## config.mk

```make
export PLATFORM = sky130hd
export DESIGN_NAME = mioc_resp_capture
export DESIGN_NICKNAME = d
export VERILOG_FILES = /design/src/rtl/mioc_resp_capture.sv
export SDC_FILE = /design/constraint.sdc
export NUM_CORES = 1
export LEC_CHECK = 0
export CORE_ASPECT_RATIO = 2
export CORE_MARGIN = 2
export CORE_UTILIZATION = 50
export CTS_CLUSTER_SIZE = 40
export DETAILED_ROUTE_END_ITERATION = 6
export PLACE_DENSITY = 0.74
export SYNTH_ARGS = -nofsm -noshare
export SYNTH_HDL_FRONTEND = slang
export SYNTH_SLANG_ARGS = --single-unit
```

## constraint.sdc

```tcl
create_clock -name i_clk -period 2.5 [get_ports i_clk]
set_input_delay 0.25 -clock i_clk [delete_from_list [all_inputs] [get_ports i_clk]]
set_output_delay 0.25 -clock i_clk [all_outputs]
set_load 0.05 [all_outputs]
```

## src/rtl/mioc_resp_capture.sv

```systemverilog
// MIOC response capture: settle, sample q/qbar, check, queue result records.
// Keeps saturating vector/error counters and a sticky illegal-state flag.
module mioc_resp_capture #(
    parameter int SETTLE_CYCLES = 4,
    parameter int DEPTH         = 8,
    parameter int CNT_W         = 16
) (
    input  logic             i_clk,
    input  logic             i_rst,
    input  logic             i_vec_valid,
    output logic             o_vec_ready,
    input  logic [3:0]       i_vec_pat,
    input  logic [1:0]       i_vec_exp,
    input  logic             i_dut_q,
    input  logic             i_dut_qbar,
    output logic             o_rec_valid,
    input  logic             i_rec_ready,
    output logic [8:0]       o_rec_data,
    output logic [CNT_W-1:0] o_vec_count,
    output logic [CNT_W-1:0] o_err_count,
    output logic             o_illegal
);

    localparam int              AW        = (DEPTH > 1) ? $clog2(DEPTH) : 1;
    localparam logic [7:0]      SETTLE_LD = 8'(SETTLE_CYCLES);
    localparam logic [AW:0]     FULL_OCC  = (AW+1)'(DEPTH);
    localparam logic [CNT_W-1:0] CNT_MAX  = '1;

    typedef enum logic {
        S_IDLE,
        S_SETTLE
    } state_t;

    state_t          r_state;
    state_t          w_state_nxt;
    logic [7:0]      r_cnt;
    logic [3:0]      r_pat;
    logic [1:0]      r_exp;
    logic [8:0]      r_mem [DEPTH];
    logic [AW-1:0]   r_wr_ptr;
    logic [AW-1:0]   r_rd_ptr;
    logic [AW:0]     r_occ;
    logic [CNT_W-1:0] r_vec_count;
    logic [CNT_W-1:0] r_err_count;
    logic            r_illegal;

    logic            w_full;
    logic            w_vec_ready;
    logic            w_accept;
    logic            w_push;
    logic            w_pop;
    logic [1:0]      w_sample;
    logic            w_mis;
    logic [8:0]      w_rec;

    assign w_full   = (r_occ == FULL_OCC);
    assign w_accept = i_vec_valid && w_vec_ready;
    assign w_push   = (r_state == S_SETTLE) && (r_cnt == 8'd1);
    assign w_pop    = o_rec_valid && i_rec_ready;
    assign w_sample = {i_dut_q, i_dut_qbar};
    assign w_mis    = (w_sample != r_exp);
    assign w_rec    = {r_pat, w_sample, r_exp, w_mis};

    assign o_vec_ready = w_vec_ready;
    assign o_rec_valid = (r_occ != '0);
    assign o_rec_data  = o_rec_valid ? r_mem[r_rd_ptr] : 9'd0;
    assign o_vec_count = r_vec_count;
    assign o_err_count = r_err_count;
    assign o_illegal   = r_illegal;

    // State register
    always_ff @(posedge i_clk or posedge i_rst) begin
        if (i_rst) r_state <= S_IDLE;
        else       r_state <= w_state_nxt;
    end

    // Next state and handshake ready; ready held low during reset
    always_comb begin
        w_state_nxt = r_state;
        w_vec_ready = 1'b0;
        unique case (r_state)
            S_IDLE: begin
                w_vec_ready = !w_full && !i_rst;
                if (i_vec_valid && w_vec_ready) w_state_nxt = S_SETTLE;
            end
            S_SETTLE: begin
                if (r_cnt == 8'd1) w_state_nxt = S_IDLE;
            end
            default: w_state_nxt = S_IDLE;
        endcase
    end

    // Latch the accepted vector and run the settle countdown
    always_ff @(posedge i_clk or posedge i_rst) begin
        if (i_rst) begin
            r_cnt <= 8'd0;
            r_pat <= 4'd0;
            r_exp <= 2'd0;
        end else if (w_accept) begin
            r_cnt <= SETTLE_LD;
            r_pat <= i_vec_pat;
            r_exp <= i_vec_exp;
        end else if (r_state == S_SETTLE) begin
            r_cnt <= r_cnt - 8'd1;
        end
    end

    // Record storage; contents are only visible when occupancy is nonzero
    always_ff @(posedge i_clk) begin
        if (w_push) r_mem[r_wr_ptr] <= w_rec;
    end

    // FIFO pointers and occupancy; push can never hit a full FIFO
    always_ff @(posedge i_clk or posedge i_rst) begin
        if (i_rst) begin
            r_wr_ptr <= '0;
            r_rd_ptr <= '0;
            r_occ    <= '0;
        end else begin
            if (w_push) r_wr_ptr <= r_wr_ptr + 1'b1;
            if (w_pop)  r_rd_ptr <= r_rd_ptr + 1'b1;
            if (w_push && !w_pop)      r_occ <= r_occ + 1'b1;
            else if (!w_push && w_pop) r_occ <= r_occ - 1'b1;
        end
    end

    // Saturating counters and sticky illegal flag, updated on push
    always_ff @(posedge i_clk or posedge i_rst) begin
        if (i_rst) begin
            r_vec_count <= '0;
            r_err_count <= '0;
            r_illegal   <= 1'b0;
        end else if (w_push) begin
            if (r_vec_count != CNT_MAX)
                r_vec_count <= r_vec_count + 1'b1;
            if (w_mis && (r_err_count != CNT_MAX))
                r_err_count <= r_err_count + 1'b1;
            if (i_dut_q == i_dut_qbar)
                r_illegal <= 1'b1;
        end
    end

endmodule

```

# --- After elaboration in Yosys (flattened, before gate mapping) ---
# Memory sizes are Yosys's and may differ from the RTL's.
# Cells that the tools add are included.
word_totals:
  register_bits: 58
  ram_bits: 72
  input_bits: 12
  out_inout_bits: 44
  elab_cells: 54
  mem_count: 1
op_classes:
  add_sub_neg: 7
  eq_ne: 6
  n_mux: 11
  bitwise_logic: 1
  reduce_logical: 18
memory_table:
  columns: ["memory", "depth", "width", "read_ports", "rd_ports_with_merged_regs", "write_ports", "line", "text"]
  rows:
  - ["r_mem", 8, 9, 1, 0, 1, "39", "logic [8:0] r_mem [DEPTH];"]
ops:
  columns: ["op", "n"]
  rows:
  - ["$add 16x1->16 const B", 2]
  - ["$ne 16x16->1 const B", 2]
  - ["$mux 8", 2]
  - ["$mux 9", 1]
  - ["$eq 8x1->1 const B", 1]
  - ["$logic_and 1x1->1", 8]
  - ["$mux 4", 2]
  - ["$sub 8x1->8 const B", 1]
  - ["$add 3x1->3 const B", 2]
  - ["$reduce_and 2->1", 3]
  - ["$mux 1", 5]
  - ["$add 4x1->4 const B", 1]
  - ["$eq 4x4->1 const B", 1]
  - ["$logic_not 1->1", 4]
  - ["$reduce_bool 2->1", 2]
  - ["$reduce_bool 4->1", 1]
  - ["$sub 4x1->4 const B", 1]
  - ["$ne 2x2->1", 1]
  - ["$pmux 1 s2", 1]
  - ["$eq 1x1->1", 1]
  - ["$not 1->1", 1]

# --- Longest topological paths before layout ---
# Gate-level depths: netlist of run 1.
depth:
  depth_word: 6
  ltp_mapped: 13
  mapped_depth_nobuf: 13

# --- Worst setup path before layout of run 1 ---
# No wires, ideal clock.
synth_path:
  path_type: "flip-flop to flip-flop"
  startpoint: "register r_occ[0]"
  endpoint: "register r_occ[3]"
  setup_time_ps: 125
  t_arrival_ps: 2865
  required_ps: 2375
  path_slack_ps: -490
  path_stages_with_launch: 12
  path_buffers: 0
  synth_period_minus_slack_ps: 2990
  path_cell_list: "dfrtp_1 -> nor4_2 -> inv_1 -> nand2_1 -> ha_1 -> inv_1 -> ha_1 -> a21o_1 -> a21oi_1 -> xnor2_1 -> nor2_1 -> xor2_1"
synth_between:
  elab_chain_len: 5
synth_lines:
  columns: ["item", "line", "text"]
  rows:
  - ["start, declared", "42", "logic [AW:0] r_occ;"]
  - ["start signal, assigned", "122", "if (w_push && !w_pop) r_occ <= r_occ + 1'b1;"]
  - ["start signal, assigned", "123", "else if (!w_push && w_pop) r_occ <= r_occ - 1'b1;"]
  - ["$reduce_bool 4->1 *", "65", "assign o_rec_valid = (r_occ != '0);"]
  - ["named net o_rec_valid", "16", "output logic o_rec_valid,"]
  - ["$logic_and 1x1->1 *", "59", "assign w_pop = o_rec_valid && i_rec_ready;"]
  - ["$logic_not 1->1", "122", null]
  - ["$logic_and 1x1->1", "122", null]
  - ["$mux 4 / $reduce_bool 2->1 (equally long branches)", null, null]
# The timed path passes the listed nets; every way through them passes the cells marked *. The select of a mux whose other input is x is not followed.
# A chain may end at the register's enable or synchronous reset.

# --- Worst setup path after layout of run 1 ---
layout_path:
  startpoint: "register r_cnt[1]"
  endpoint: "register r_occ[3]"
layout_between:
  elab_chain_len: 5
layout_lines:
  columns: ["item", "line", "text"]
  rows:
  - ["start, declared", "36", "logic [7:0] r_cnt;"]
  - ["start signal, assigned", "104", "r_cnt <= r_cnt - 8'd1;"]
  - ["$eq 8x1->1 *", "58", "assign w_push = (r_state == S_SETTLE) && (r_cnt == 8'd1);"]
  - ["$logic_and 1x1->1 *", "58", null]
  - ["named net w_push", "50", "logic w_push;"]
  - ["$logic_not 1->1", "123", null]
  - ["$logic_and 1x1->1", "123", null]
  - ["$reduce_bool 2->1 (no line)", null, null]
# The timed path passes the listed nets; every way through them passes the cells marked *.

==> run_results.csv, run 1 <==
group,metric,value,unit
floorplan,fp.dieW,78.49,um
clock_tree,clock_latency,410,ps
detailed_routing,highest_layer,"met4",
detailed_routing,route.detailed.drc,0,
setup_path,arrival,2620,ps
sta,min_period,2336,ps
yosys,synth_seq_area_share,0.6512,
final_layout,postLayoutCoreUtil,0.6417,
detailed_routing,ant_nets,0,
yosys,ys_async_sr_fraction,0.4462,
sta,finClkSkew,9.711,ps
clock_tree,cts_buffers,17,
place,finalWeightedCongestion,0.7803,
yosys,synth_edf_count,72,
power_and_ir_drop,p_int,0.003814,W
sta,layout_worst_path_cycle_share,0.9344,
setup_path,critPathKind,"flop to flop",
global_routing,grt_pass1_wl,18360,um
setup_path,cp_common_cell,"inv_2",
floorplan,ios,56,
sta,hold_viol,0,
detailed_routing,routed_wl,11170,um
job,cap_violations,0,
global_routing,grt_pass1_vias,3597,
sta,worst_slew_pin_slew,646.3,ps
clock_tree,clock-sinks,130,
floorplan,row_count,54,
detailed_routing,wl_met1,4189,um
detailed_routing,wl_met2,6318,um
global_routing,grt_usage,0.2053,
setup_path,crit_path_top_delay_cell,"dfrtp_1",
yosys,avgSynthCellArea,14.84,um^2
clock_tree,cts_tree,"yes",
floorplan,initial_core_util,0.5101,
detailed_routing,first_pass_iters,6,
power_and_ir_drop,swShare,0.1934,
setup_path,critPathMaxStageDelay,400,ps
sta,fmax,428.1,MHz
sta,rsz0062_at_grt,"false",
detailed_routing,first_iter_violations,245,
detailed_routing,num_vias,3367,
global_routing,grt_max_degree,59,
setup_path,required,2780,ps
place,dp_hpwl,7507,um
yosys,ys_types,42,
clock_tree,cts-root-buf,"clkbuf_16",
place,pre_cts_ws,59.78,ps
yosys,synth_seq_cells,130,
yosys,synth_cells,374,
final_layout,finalNetCount,482,
clock_tree,path_clk_slew,60,ps
sta,slew_viol_final,0,
sta,setup_ws,164.1,ps
clock_tree,clk_path_buf_depth,2,
setup_path,cp.buffers_inverters,3,
worst_hold_path,hold_class,"primary input to async pin",
setup_path,path_cells,"inv_2 -> ha_1 -> nor4b_4 -> nand3_1 -> inv_2 -> ha_2 -> inv_2 -> ha_1 -> a21o_1 -> a21oi_2 -> xnor2_1 -> nor2_1 -> xor2_1",
final_layout,syn_to_final_growth,25.79,%
setup_path,cp_max_fo,3,
yosys,yosys_warnings,0,
final_layout,n_antenna_cell,0,
outcome,status,"finished, final reports clean",
clock_tree,cts_hold_buf,0,
yosys,mappedNetlistArea,0.005549,mm^2
detailed_routing,wl_met3,465,um
power_and_ir_drop,vdd_ir_drop_max,515.8,uV
final_layout,layout-drive-gt1-share,0.2178,
setup_path,crit_family,"adder cells",
power_and_ir_drop,pwr-share-clk,0.501,
power_and_ir_drop,cellLeakagePower,2.623,nW
place,place_area,0.006401,mm^2
power_and_ir_drop,p_seq_frac,0.483,
clock_tree,htree_levels,4,
global_routing,antenna_found_initial,0,
sta,hold_ws,302.3,ps
sta,max-slew-margin-rel,0.5691,
power_and_ir_drop,p_sw,0.0009144,W
yosys,synth-main-ff-cell,"edfxtp_1",
power_and_ir_drop,combPwrFrac,0.016,
sta,fin_tns_setup,0,ps
floorplan,die_h,153.0,um
floorplan,dieArea,0.01201,mm^2
detailed_routing,viasPerCell,5.493,
sta,setup_violations,0,
setup_path,critPathLaunchType,"flop",
detailed_routing,post_drt_wl_per_cell,18.23,um
final_layout,fin_area,0.006980,mm^2
global_routing,grt_overflow,0,
place,io_buffers,55,
yosys,synthesis.nets,396,
floorplan,core,0.01088,mm^2
power_and_ir_drop,power_density,677.4,mW/mm^2
setup_path,endpoint_kind,"flop",
==> flip-flops by register name (all words and copies together), names as in the netlist <==
register	count
o_err_count	16
o_illegal	1
o_vec_count	16
r_cnt	8
r_exp	2
r_mem	72
r_occ	4
r_pat	4
r_rd_ptr	3
r_state	1
r_wr_ptr	3
==> final timing paths <==
kind,to,cells past startpoint,slack [ps],from
max,r_occ[3],13,160,r_cnt[1]
min reg2reg,o_vec_count[13],1,490,o_vec_count[13]
max in group asynchronous,o_illegal,3,1920,i_rst
min,r_occ[2],3,300,i_rst
max reg2reg,r_occ[3],13,160,r_cnt[1]
min in group i_clk,r_cnt[7],2,440,i_vec_valid
==> final cells by class <==
cell class | count | area (um^2)
Clock buffer | 22 | 464.2
Multi-Input combinational cell | 225 | 1869
Inverter | 9 | 33.78
Sequential cell | 130 | 3613
Timing Repair Buffer | 77 | 715.7
Fill cell | 785 | 3897
Tap cell | 140 | 175.2
Clock inverter | 10 | 108.9
==> power groups by stage <==
stage          Sequential, W  Combinational (W)  Clock, W
6_report             0.00228          0.0000742   0.00237
5_1_grt              0.00228          0.0000836   0.00251
4_1_cts              0.00228          0.0000766   0.00241
3_5_place_dp         0.00232          0.0000761         0
3_3_place_gp         0.00232          0.0000746         0
2_1_floorplan        0.00233          0.0000255         0
==> Yosys cell counts, types with 10 or more instances <==
cell type | count | share of area
mux2_2 | 13 | 0.026
xor2_1 | 13 | 0.021
nor2_1 | 22 | 0.015
dfrtp_1 | 58 | 0.26
nor3_1 | 10 | 0.0090
nand3_1 | 22 | 0.020
nand4_1 | 10 | 0.011
edfxtp_1 | 72 | 0.39
mux4_2 | 18 | 0.073
xnor2_1 | 23 | 0.036
nand2_1 | 26 | 0.018
==> cell usage in the layout (no fill, tap or decap), drive strengths merged, types with 2 or more instances in the layout <==
master / Yosys / final
dfrtp: 58 / 58
xor2: 13 / 13
nand4: 10 / 10
clkinv: 0 / 7
buf: 7 / 32
clkbuf: 3 / 22
nor2: 22 / 22
ha: 9 / 9
nor4: 3 / 3
and2: 2 / 2
a21oi: 5 / 5
edfxtp: 72 / 72
xnor2: 23 / 23
nand3: 22 / 22
and4: 5 / 5
o21ai: 6 / 6
and3: 6 / 6
a31oi: 4 / 4
nand2b: 3 / 3
inv: 9 / 9
mux4: 18 / 18
mux2i: 9 / 9
bufinv: 0 / 2
clkdlybuf4s50: 0 / 45
mux2: 13 / 13
nor3: 11 / 11
nand2: 26 / 26
or3: 3 / 3
==> worst register-to-register path, cell delays in order, from the launching register on <==
cell and delay [ps]:
dfrtp_1 400, inv_2 70, ha_1 130, nor4b_4 200
nand3_1 140, inv_2 100, ha_2 200, inv_2 60
ha_1 270, a21o_1 190, a21oi_2 130, xnor2_1 120
nor2_1 60, xor2_1 140
==> per-layer routing <==
metal / vias to the layer above / track usage
met5: - / 0
met4: 0 / 0.06433
met3: 15 / 0.06257
met2: 94 / 0.3662
met1: 1687 / 0.2327
li1: 1571 / -
==> per-stage QoR <==
stage          power [W]  instances
3_3_place_gp    0.002398        581
3_5_place_dp    0.002400        581
6_report        0.004728        613
4_1_cts         0.004767        613
2_1_floorplan   0.002352        374
5_1_grt         0.004875        613
==> kinds of logic after synthesis <==
family          Yosys count  share of synthesized area
compound gates           24                    0.02864
xor+xnor                 36                    0.05682
fa+ha+maj                10                    0.02390
buf+inv                  19                    0.01556
flops                   130                     0.6512
mux                      40                     0.1157
simple gates            115                     0.1082
==> timing repair <==
item	4_1_cts	5_1_grt
endpoints found under the setup margin	0	1
setup buffers	0	0
resized for setup	0	5
Note: power is estimated with default switching activity, not from simulation.
==> inputs of run 2 (changes only) <==
CAP_MARGIN = 40   (was not set)
CORE_MARGIN = 1.5   (was 2)
==> run 2 against run 1 <==
  * Clock skew fell by 1.3 ps
  * Global-route usage grew 0.052 points
  * Combinational power grew 0.5%
  * Final cell count unchanged
  * Utilization rose by 1.2 points
  * Worst setup slack worse by 65 ps
  * Via count fell by 0.24%
  * Register-to-register slack worse by 60 ps
  * Sequential power hardly changed
  * Clock power up 21%
  * Critical path depth stayed put
  * Power is 10% higher
  * Highest routed layer unchanged
==> run_results.csv, run 2 (same netlist as run 1, synthesis figures left out) <==
group,metric,value,unit
final_layout,syn_to_final_growth,28.05,%
detailed_routing,first_iter_violations,162,
sta,max-slew-margin-rel,0.5502,
setup_path,r2r_start,"r_cnt[1]",
detailed_routing,ant_nets,0,
final_layout,n_fill_cell,759,
power_and_ir_drop,vdd_ir_drop_max,631.3,uV
setup_path,arrival,2690,ps
floorplan,ios,56,
place,io_buffers,55,
detailed_routing,first_pass_iters,4,
sta,hold_viol,0,
final_layout,largest_reg_flops,72,
detailed_routing,num_vias,3359,
final_layout,fin_area,0.007106,mm^2
clock_tree,cts-root-buf,"clkbuf_16",
sta,slew_viol_final,0,
final_layout,ff_latch_area,0.003613,mm^2
outcome,status,"finished, final reports clean",
final_layout,top_register,"r_mem",
final_layout,multi_input_area,0.001879,mm^2
setup_path,cp_max_fo,3,
global_routing,grt_pass1_vias,3678,
final_layout,layout-drive-gt1-share,0.2262,
clock_tree,path_clk_slew,60,ps
final_layout,final_cells,613,
power_and_ir_drop,power_density,734.5,mW/mm^2
global_routing,grt_usage,0.2059,
setup_path,critPathKind,"flop to flop",
global_routing,grt_max_degree,59,
sta,finClkSkew,8.432,ps
final_layout,n_antenna_cell,0,
detailed_routing,viasPerCell,5.480,
power_and_ir_drop,swShare,0.1824,
sta,worst_slew_pin_slew,674.6,ps
final_layout,layout_commonest_cell,"edfxtp_1",
sta,layout_worst_path_cycle_share,0.9602,
floorplan,dieArea,0.01178,mm^2
place,dp_hpwl,7536,um
clock_tree,htree_levels,4,
global_routing,antenna_found_initial,0,
setup_path,critPathLaunchType,"flop",
place,place_area,0.006401,mm^2
power_and_ir_drop,cellLeakagePower,2.676,nW
clock_tree,clock-sinks,130,
global_routing,grt_pass1_wl,18240,um
detailed_routing,routed_wl,11340,um
final_layout,finalNetCount,482,
final_layout,final_cell_mix,"72 x edfxtp_1, 58 x dfrtp_1, 45 x clkdlybuf4s50_1",
power_and_ir_drop,p_sw,0.0009520,W
setup_path,required,2790,ps
detailed_routing,post_drt_wl_per_cell,18.50,um
power_and_ir_drop,pwr-share-clk,0.548,
setup_path,crit_start,"r_cnt[1]",
floorplan,die_h,152.0,um
detailed_routing,route.detailed.drc,0,
sta,setup_ws,99.55,ps
power_and_ir_drop,combPwrFrac,0.014,
floorplan,fp.dieW,77.49,um
clock_tree,cts_buffers,17,
job,cap_violations,0,
floorplan,initial_core_util,0.5101,
floorplan,row_count,54,
sta,hold_ws,289.3,ps
sta,setup_violations,0,
clock_tree,clk_path_buf_depth,2,
power_and_ir_drop,p_seq_frac,0.437,
sta,min_period,2400,ps
place,place_inst,581,
clock_tree,clock_latency,410,ps
global_routing,grt_overflow,0,
sta,fin_tns_setup,0,ps
place,finalWeightedCongestion,0.7968,
floorplan,core,0.01088,mm^2
worst_hold_path,hold_class,"primary input to async pin",
power_and_ir_drop,p_int,0.004267,W
sta,fmax,416.6,MHz
setup_path,endpoint_kind,"flop",
clock_tree,cts_tree,"yes",
place,pre_cts_ws,30.14,ps
[run 2: changes by cell type in the layout (fill, tap and decap cells not counted), sizes merged]
cell / delta
clkbuf: -5
bufinv: +5
clkinvlp: +1
clkinv: -1
[run 2: critical path: stages (launching register included)]
cell,delay (ps)
dfrtp_1,400
inv_2,70
ha_1,160
nor4b_4,260
nand3_1,160
inv_2,110
ha_4,150
inv_2,50
ha_1,270
a21o_1,180
a21oi_2,140
xnor2_1,130
nor2_1,70
xor2_1,140
[run 2: layer usage]
metal / up-vias / GRT usage / share of wire
met4: 0 / 0.07532 / 0.0092
met5: - / 0 / 0
met1: 1701 / 0.2170 / 0.36
met2: 71 / 0.3835 / 0.59
li1: 1581 / - / -
met3: 6 / 0.05345 / 0.036
[run 2: through the flow]
stage                     total power [W]  utilization
after floorplan                  0.002352            -
after global placement           0.002397       0.5885
after detailed placement         0.002400       0.5885
after CTS                        0.005269       0.6517
after global routing             0.005351       0.6532
final                            0.005219       0.6532
[run 2: power groups by stage]
stage / combinational (W) / sequential [W] / clock [W]
finish: 0.0000746 / 0.00228 / 0.00286
global route: 0.0000832 / 0.00228 / 0.00298
CTS: 0.0000769 / 0.00228 / 0.00291
detailed placement: 0.0000756 / 0.00232 / 0
global placement: 0.0000741 / 0.00232 / 0
floorplan: 0.0000255 / 0.00233 / 0
[run 2: timing repair]
item,CTS,global route
setup buffers,0,0
setup endpoints to repair,0,1
gates resized for setup,0,6
hold buffers,0,0
[run 2: cell type report]
| class | instances | share of cell area |
|---|---|---|
| tap | 140 | 0.02465 |
| clock buffer | 17 | 0.05987 |
| sequential | 130 | 0.5085 |
| inverter | 9 | 0.004754 |
| clock inverter | 15 | 0.03698 |
| timing repair buffer | 77 | 0.1007 |
| multi-input combinational | 225 | 0.2645 |
[run 2: worst paths after layout]
| path | end | slack, ps | depth (start not counted) |
|---|---|---|---|
| worst max-delay path | r_occ[3] | 100 | 13 |
| worst min-delay path | r_rd_ptr[1] | 290 | 3 |
| worst max register to register | r_occ[3] | 100 | 13 |
| worst min register to register | o_vec_count[9] | 490 | 1 |
| max in group asynchronous | o_illegal | 1930 | 3 |
| min in group i_clk | r_pat[2] | 460 | 2 |
==> inputs of run 3 (changes only) <==
CTS_CLUSTER_DIAMETER = 100   (was not set)
==> results of run 3 <==
The final DEF is identical to that of run 2; final timing and power are the same.
